===== src/rtl/vga_photo_pkg.sv =====
// Shared constants and scan-state encoding for the VGA photo reader.
// Active area, default sync offsets, default image size and ROM address width.
package vga_photo_pkg;

  localparam int H_ACTIVE   = 800;
  localparam int V_ACTIVE   = 600;
  localparam int H_OFS_DEF  = 88;
  localparam int V_OFS_DEF  = 23;
  localparam int X_SIZE_DEF = 128;
  localparam int Y_SIZE_DEF = 96;
  localparam int ROM_AW     = 14;

  typedef enum logic [1:0] {WAIT_FRAME, ABOVE, SCAN, BELOW} state_t;

endpackage


===== src/rtl/vga_sync_edge.sv =====
// Registers one sync input and flags its rising edge (previous 0, current 1).
module vga_sync_edge (
  input  logic i_clk,
  input  logic i_rst,
  input  logic i_sync,
  output logic o_rise
);

  logic r_prev;

  // History resets high so a sync level already high at reset release is not an edge.
  always_ff @(posedge i_clk) begin
    if (i_rst) r_prev <= 1'b1;
    else       r_prev <= i_sync;
  end

  assign o_rise = ~r_prev & i_sync;

endmodule


===== src/rtl/vga_photo_reader.sv =====
// Recovers the scan position from vga_driver's syncs and streams a windowed image from a sync ROM.
// Define VGA_PHOTO_BOUNCE_EN to make the window origin bounce diagonally one step per frame.
module vga_photo_reader
  import vga_photo_pkg::*;
#(
  parameter int X_SIZE = X_SIZE_DEF,
  parameter int Y_SIZE = Y_SIZE_DEF,
  parameter int H_OFS  = H_OFS_DEF,
  parameter int V_OFS  = V_OFS_DEF,
  parameter int ORG_X0 = 0,
  parameter int ORG_Y0 = 0
) (
  input  logic              CLK_40M,
  input  logic              RST,
  input  logic              HSYNC,
  input  logic              VSYNC,
  input  logic [7:0]        ROM_DATA,
  output logic [ROM_AW-1:0] ROM_ADDR,
  output logic [15:0]       VGA_X,
  output logic [15:0]       VGA_Y,
  output logic [7:0]        VGA_DATA,
  output logic              VGA_VALID
);

  localparam logic [ROM_AW-1:0] ADDR_MAX = ROM_AW'(X_SIZE * Y_SIZE - 1);
  localparam logic [ROM_AW-1:0] ADDR_ONE = ROM_AW'(1);

  logic              w_hRise, w_vRise;
  logic [10:0]       r_ccnt;
  logic [9:0]        r_lcnt, w_lcntNext;
  logic [15:0]       w_orgX, w_orgY;
  logic [15:0]       w_col, w_row, w_rowNext;
  logic              w_colOk, w_rowOk, w_rowNextOk, w_inWin;
  state_t            r_state, w_stateNext;
  logic [ROM_AW-1:0] r_addr;
  logic              r_v1;
  logic [15:0]       r_x1, r_y1;

  vga_sync_edge u_hEdge (.i_clk(CLK_40M), .i_rst(RST), .i_sync(HSYNC), .o_rise(w_hRise));
  vga_sync_edge u_vEdge (.i_clk(CLK_40M), .i_rst(RST), .i_sync(VSYNC), .o_rise(w_vRise));

  // A VSYNC rise wins over a coincident HSYNC rise, which then goes uncounted.
  always_comb begin
    w_lcntNext = r_lcnt;
    if (w_vRise)                             w_lcntNext = '0;
    else if (w_hRise && r_lcnt != 10'h3FF)   w_lcntNext = r_lcnt + 10'd1;
  end

  always_ff @(posedge CLK_40M) begin
    if (RST) begin
      r_ccnt <= '0;
      r_lcnt <= '0;
    end else begin
      r_lcnt <= w_lcntNext;
      if (w_hRise)                 r_ccnt <= '0;
      else if (r_ccnt != 11'h7FF)  r_ccnt <= r_ccnt + 11'd1;
    end
  end

`ifdef VGA_PHOTO_BOUNCE_EN
  logic [15:0] r_orgX, r_orgY;
  logic        r_dx, r_dy;
  logic        w_xUp, w_yUp;

  // Direction for this step: keep going unless sitting on the wall being approached.
  assign w_xUp = r_dx ? (r_orgX != 16'(H_ACTIVE - X_SIZE)) : (r_orgX == 16'd0);
  assign w_yUp = r_dy ? (r_orgY != 16'(V_ACTIVE - Y_SIZE)) : (r_orgY == 16'd0);

  always_ff @(posedge CLK_40M) begin
    if (RST) begin
      r_orgX <= 16'(ORG_X0);
      r_orgY <= 16'(ORG_Y0);
      r_dx   <= 1'b1;
      r_dy   <= 1'b1;
    end else if (w_vRise) begin
      r_orgX <= w_xUp ? r_orgX + 16'd1 : r_orgX - 16'd1;
      r_orgY <= w_yUp ? r_orgY + 16'd1 : r_orgY - 16'd1;
      r_dx   <= w_xUp;
      r_dy   <= w_yUp;
    end
  end

  assign w_orgX = r_orgX;
  assign w_orgY = r_orgY;
`else
  assign w_orgX = 16'(ORG_X0);
  assign w_orgY = 16'(ORG_Y0);
`endif

  assign w_colOk     = r_ccnt >= 11'(H_OFS);
  assign w_rowOk     = r_lcnt >= 10'(V_OFS);
  assign w_rowNextOk = w_lcntNext >= 10'(V_OFS);
  assign w_col       = 16'(r_ccnt) - 16'(H_OFS);
  assign w_row       = 16'(r_lcnt) - 16'(V_OFS);
  assign w_rowNext   = 16'(w_lcntNext) - 16'(V_OFS);

  assign w_inWin = (r_state == SCAN) && w_colOk && w_rowOk
                && (w_col >= w_orgX) && (w_col < w_orgX + 16'(X_SIZE))
                && (w_row >= w_orgY) && (w_row < w_orgY + 16'(Y_SIZE));

  always_ff @(posedge CLK_40M) begin
    if (RST) r_state <= WAIT_FRAME;
    else     r_state <= w_stateNext;
  end

  // Row transitions look at the line count this HSYNC rise is about to load.
  always_comb begin
    w_stateNext = r_state;
    if (w_vRise) begin
      w_stateNext = ABOVE;
    end else if (w_hRise && w_rowNextOk) begin
      case (r_state)
        ABOVE:   if (w_rowNext == w_orgY)                  w_stateNext = SCAN;
        SCAN:    if (w_rowNext == w_orgY + 16'(Y_SIZE))    w_stateNext = BELOW;
        default: ;
      endcase
    end
  end

  // ROM_ADDR is the live address counter, so ROM data lines up one clock later.
  always_ff @(posedge CLK_40M) begin
    if (RST) begin
      r_addr    <= '0;
      r_v1      <= 1'b0;
      r_x1      <= '0;
      r_y1      <= '0;
      VGA_VALID <= 1'b0;
      VGA_X     <= '0;
      VGA_Y     <= '0;
      VGA_DATA  <= '0;
    end else begin
      if (w_vRise)                             r_addr <= '0;
      else if (w_inWin && r_addr != ADDR_MAX)  r_addr <= r_addr + ADDR_ONE;
      r_v1 <= w_inWin;
      if (w_inWin) begin
        r_x1 <= w_col;
        r_y1 <= w_row;
      end
      VGA_VALID <= r_v1;
      if (r_v1) begin
        VGA_X    <= r_x1;
        VGA_Y    <= r_y1;
        VGA_DATA <= ROM_DATA;
      end
    end
  end

  assign ROM_ADDR = r_addr;

endmodule


===== config.mk =====
export PLATFORM = sky130hd
export DESIGN_NAME = vga_photo_reader
export DESIGN_NICKNAME = d
export VERILOG_FILES = /design/src/rtl/vga_photo_pkg.sv /design/src/rtl/vga_sync_edge.sv /design/src/rtl/vga_photo_reader.sv
export SDC_FILE = /design/constraint.sdc
export NUM_CORES = 1
export LEC_CHECK = 0
export ABC_AREA = 1
export CAP_MARGIN = 20
export CELL_PAD_IN_SITES_DETAIL_PLACEMENT = 0
export CELL_PAD_IN_SITES_GLOBAL_PLACEMENT = 1
export CORE_ASPECT_RATIO = 0.75
export CORE_MARGIN = 2
export CORE_UTILIZATION = 38
export DETAILED_ROUTE_END_ITERATION = 7
export PLACE_DENSITY = 0.85
export SYNTH_ARGS = -nofsm -noshare
export SYNTH_HDL_FRONTEND = slang
export SYNTH_SLANG_ARGS = --single-unit

===== constraint.sdc =====
create_clock -name CLK_40M -period 2.5 [get_ports CLK_40M]
set_input_delay 0.5 -clock CLK_40M [delete_from_list [all_inputs] [get_ports CLK_40M]]
set_output_delay 0.5 -clock CLK_40M [all_outputs]
set_load 0.03 [all_outputs]

==> results by group <==
Clock network
  – CTS Sinks: 95
  – CTS buffer count: 9
  – Reg clk slew, reported paths: 0.07 ns
  – CTS root buf: clkbuf_16
  – CTS tree: done
  – Clock Latency Late Sink: 0.33 ns
  – Hold buffer count at cts: 0
  – CTS max path bufs: 2
  – H-tree depth reported by CTS: 3

Yosys
  – Netlist cell types: 35
  – Synthesized Nets: 619
  – Sequential area share after synthesis: 44.7%
  – Post-synth EDFFs: 0
  – Yosys warning count: 0
  – Mapped Area: 4250 um2
  – #FFs+latches synth: 95
  – Post-synth top flop: dfxtp_1
  – Synth async-reset ratio: 0%
  – Synthesized instance count: 601
  – Mean Syn Cell Area: 7.08 um2

Setup path
  – Reg2Reg Setup Slack: 0.14 ns
  – Cell count of the worst reg-to-reg path: 21
  – Worst Path Arrival: 2.68 ns
  – CP Launch Type: input pin
  – CP Capture Type: flop
  – Crit Path Category: in2reg
  – WP data required: 2.79 ns
  – Worst Path Max Fanout: 10

Pwr
  – PwrDens: 547 nW/um2
  – VDD IR max: 0.442 mV
  – Total Power: 3130 uW
  – Leakage: 0.00244 uW

Layout
  – Final design utilization: 52.4%
  – ANT cells: 0
  – Post-route cell area: 5710 um2
  – Syn-to-layout area delta: 34.3%
  – Nets@finish: 705
  – Share of cells above drive strength 1: 15.3%

Die
  – Total core area: 10900 um2
  – Initial core utilization: 39.0%
  – Die ar.: 12100 um2
  – Num ports: 67
  – Die height: 95.6 um
  – Die width: 126 um
  – Num rows: 33

Timing
  – Hold WS: 0.396 ns
  – Min Tclk post-route: 2.39 ns
  – Final setup viols: 0
  – Worst-Margin Slew: 0.459 ns
  – Final Hold Vio Count: 0
  – Max-slew violation count: 0
  – Final Cycle Share: 95.6%
  – Final worst slack: 0.109 ns
  – Fmax: 418 MHz
  – Clk_skew: 0.00996 ns
  – Slew HR: 69.1%

Worst hold path
  – WHS Path Cells: 3
  – HP Class: in2reg

Route
  – Via density: 4.83
  – Avg WL per Cell: 12.3 um
  – Detailed Routing Iterations Pass 1: 4
  – DRC viols: 0
  – Total wire length: 10200 um
  – Final ANT Viol Nets: 0
  – Vias: 4010
  – Detailed Route Iter0 Violations: 195

Place
  – Port-buffer cells: 66
  – DP Wirelength: 7410 um
  – GPL Wtd Cong: 0.840
  – Setup WS pre-CTS: -0.269 ns
  – Post-DP Area: 5200 um2

Outcome
  – Outcome: finished, final reports clean

Global routing
  – GRT Total Usage: 17.0%
  – First-pass GRT wire length: 16900 um
  – GRT Residual Overflow: 0
  – Pin count of the biggest net entering global routing: 38
  – Vias in the first global route: 3703
  – Initial antenna violation count: 0

Run
  – Max_cap viols: 0
-- layout by cell type (no fill, tap or decap), types with 8 or more instances in the layout --
cell / synthesis / final
inv_1: 60 / 59
clkdlybuf4s50_1: 0 / 65
nand3_1: 36 / 31
nor3_1: 16 / 16
clkbuf_16: 0 / 9
dfxtp_1: 95 / 89
nand2_1: 95 / 90
a21oi_1: 26 / 25
nor2_1: 123 / 118
inv_2: 8 / 9
o21ai_0: 54 / 54
buf_4: 10 / 34
nand3_2: 5 / 8
-- final timing paths --
path	from	endpoint
max	VSYNC	r_state[0]$_SDFFE_PP0P_
max reg2reg	r_lcnt[1]$_SDFF_PP0_	r_state[0]$_SDFFE_PP0P_
min	HSYNC	u_hEdge.r_prev$_SDFF_PP1_
min reg2reg	r_x1[14]$_SDFFE_PP0P_	r_x1[14]$_SDFFE_PP0P_
-- critical path: stages --
cell and delay, ns:
clkdlybuf4s50_1 0.45, inv_1 0.04, nor2_1 0.18, bufinv_8 0.25
nand3_1 0.15, nor2_2 0.07, nand2_2 0.11, buf_4 0.13
nand3_2 0.07, nand2_1 0.07, nand2_1 0.05, inv_2 0.09
nand2_1 0.06, nor2_1 0.11, nand4_1 0.13, nand3_1 0.11
nand2_1 0.05, inv_1 0.05
-- logic make-up (layout without fill, tap and decap cells) --
logic type               after synthesis  after routing  share of synthesized area, %
flip-flops                            95             95                          44.7
buffers and inverters                 98            188                          9.86
AO/OA/AOI/OAI                         94             94                          11.7
adder cells (fa/ha/maj)                6              6                          1.77
AND/OR/NAND/NOR                      300            300                          30.4
XOR/XNOR                               8              8                          1.65
-- cell usage after synthesis, types with 2 or more instances --
cell      number  area [um2]
nor2_1       123         462
dfxtp_1       95        1900
nand2_1       95         357
inv_1         60         225
o21ai_0       54         270
nand3_1       36         180
a21oi_1       26         130
nor3_1        16        80.1
clkbuf_1      12        45.0
buf_4         10        75.1
inv_2          8        30.0
nor2_2         8        50.1
nand4_1        7        43.8
xor2_1         7        61.3
ha_1           6        75.1
nand3_2        5        50.1
buf_2          4        20.0
o21ai_1        4        20.0
a31oi_1        3        18.8
nor4_1         3        18.8
a211oi_1       2        15.0
a21oi_2        2        17.5
and3_1         2        12.5
clkinv_1       2        7.51
-- stage by stage --
step / instances / TNS, ns
finish: 831 / 0
global route: 831 / -0.0580
CTS: 828 / 0
detailed placement: 813 / -0.525
global placement: 813 / -0.312
floorplan: 601 / 0
-- timing repair --
item                                    CTS  global route
endpoints found under the setup margin    0            15
gates resized for setup                   0            43
buffers inserted                          0             3
hold endpoints to repair                  0             0
-- per-layer routing --
metal / vias up / wire [um] / GRT usage [%]
li1: 2082 / - / -
met1: 1862 / 5060 / 22.3
met2: 60 / 4790 / 28.9
met3: 6 / 306 / 3.31
met4: 0 / 90 / 4.67
met5: - / 0 / 0
-- state kept, by name, summed over array words and instances (netlist names) --
signal          flops
ROM_ADDR           14
r_v1                1
r_lcnt             10
u_hEdge.r_prev      1
r_ccnt             11
VGA_DATA            8
r_y1               11
r_state             2
VGA_X              12
VGA_Y              11
u_vEdge.r_prev      1
r_x1               12
VGA_VALID           1
-- report_power, final --
group	total, uW	switching [uW]	internal, uW	leakage [uW]
Clock	1450	572	877	0.000152
Combinational	143	81.3	62.0	0.00152
Sequential	1530	10.6	1520	0.000770
Total	3130	664	2460	0.00244
-- cell type report --
| class | count | area, um2 |
|---|---|---|
| multi-input combinational | 408 | 2070 |
| clock buffer | 9 | 225 |
| clock inverter | 6 | 93.8 |
| inverter | 71 | 280 |
| timing repair buffer | 102 | 950 |
| sequential | 95 | 1910 |
| tap | 140 | 175 |
| fill | 1022 | 5190 |
No activity file was read; power rests on OpenSTA's default activity.
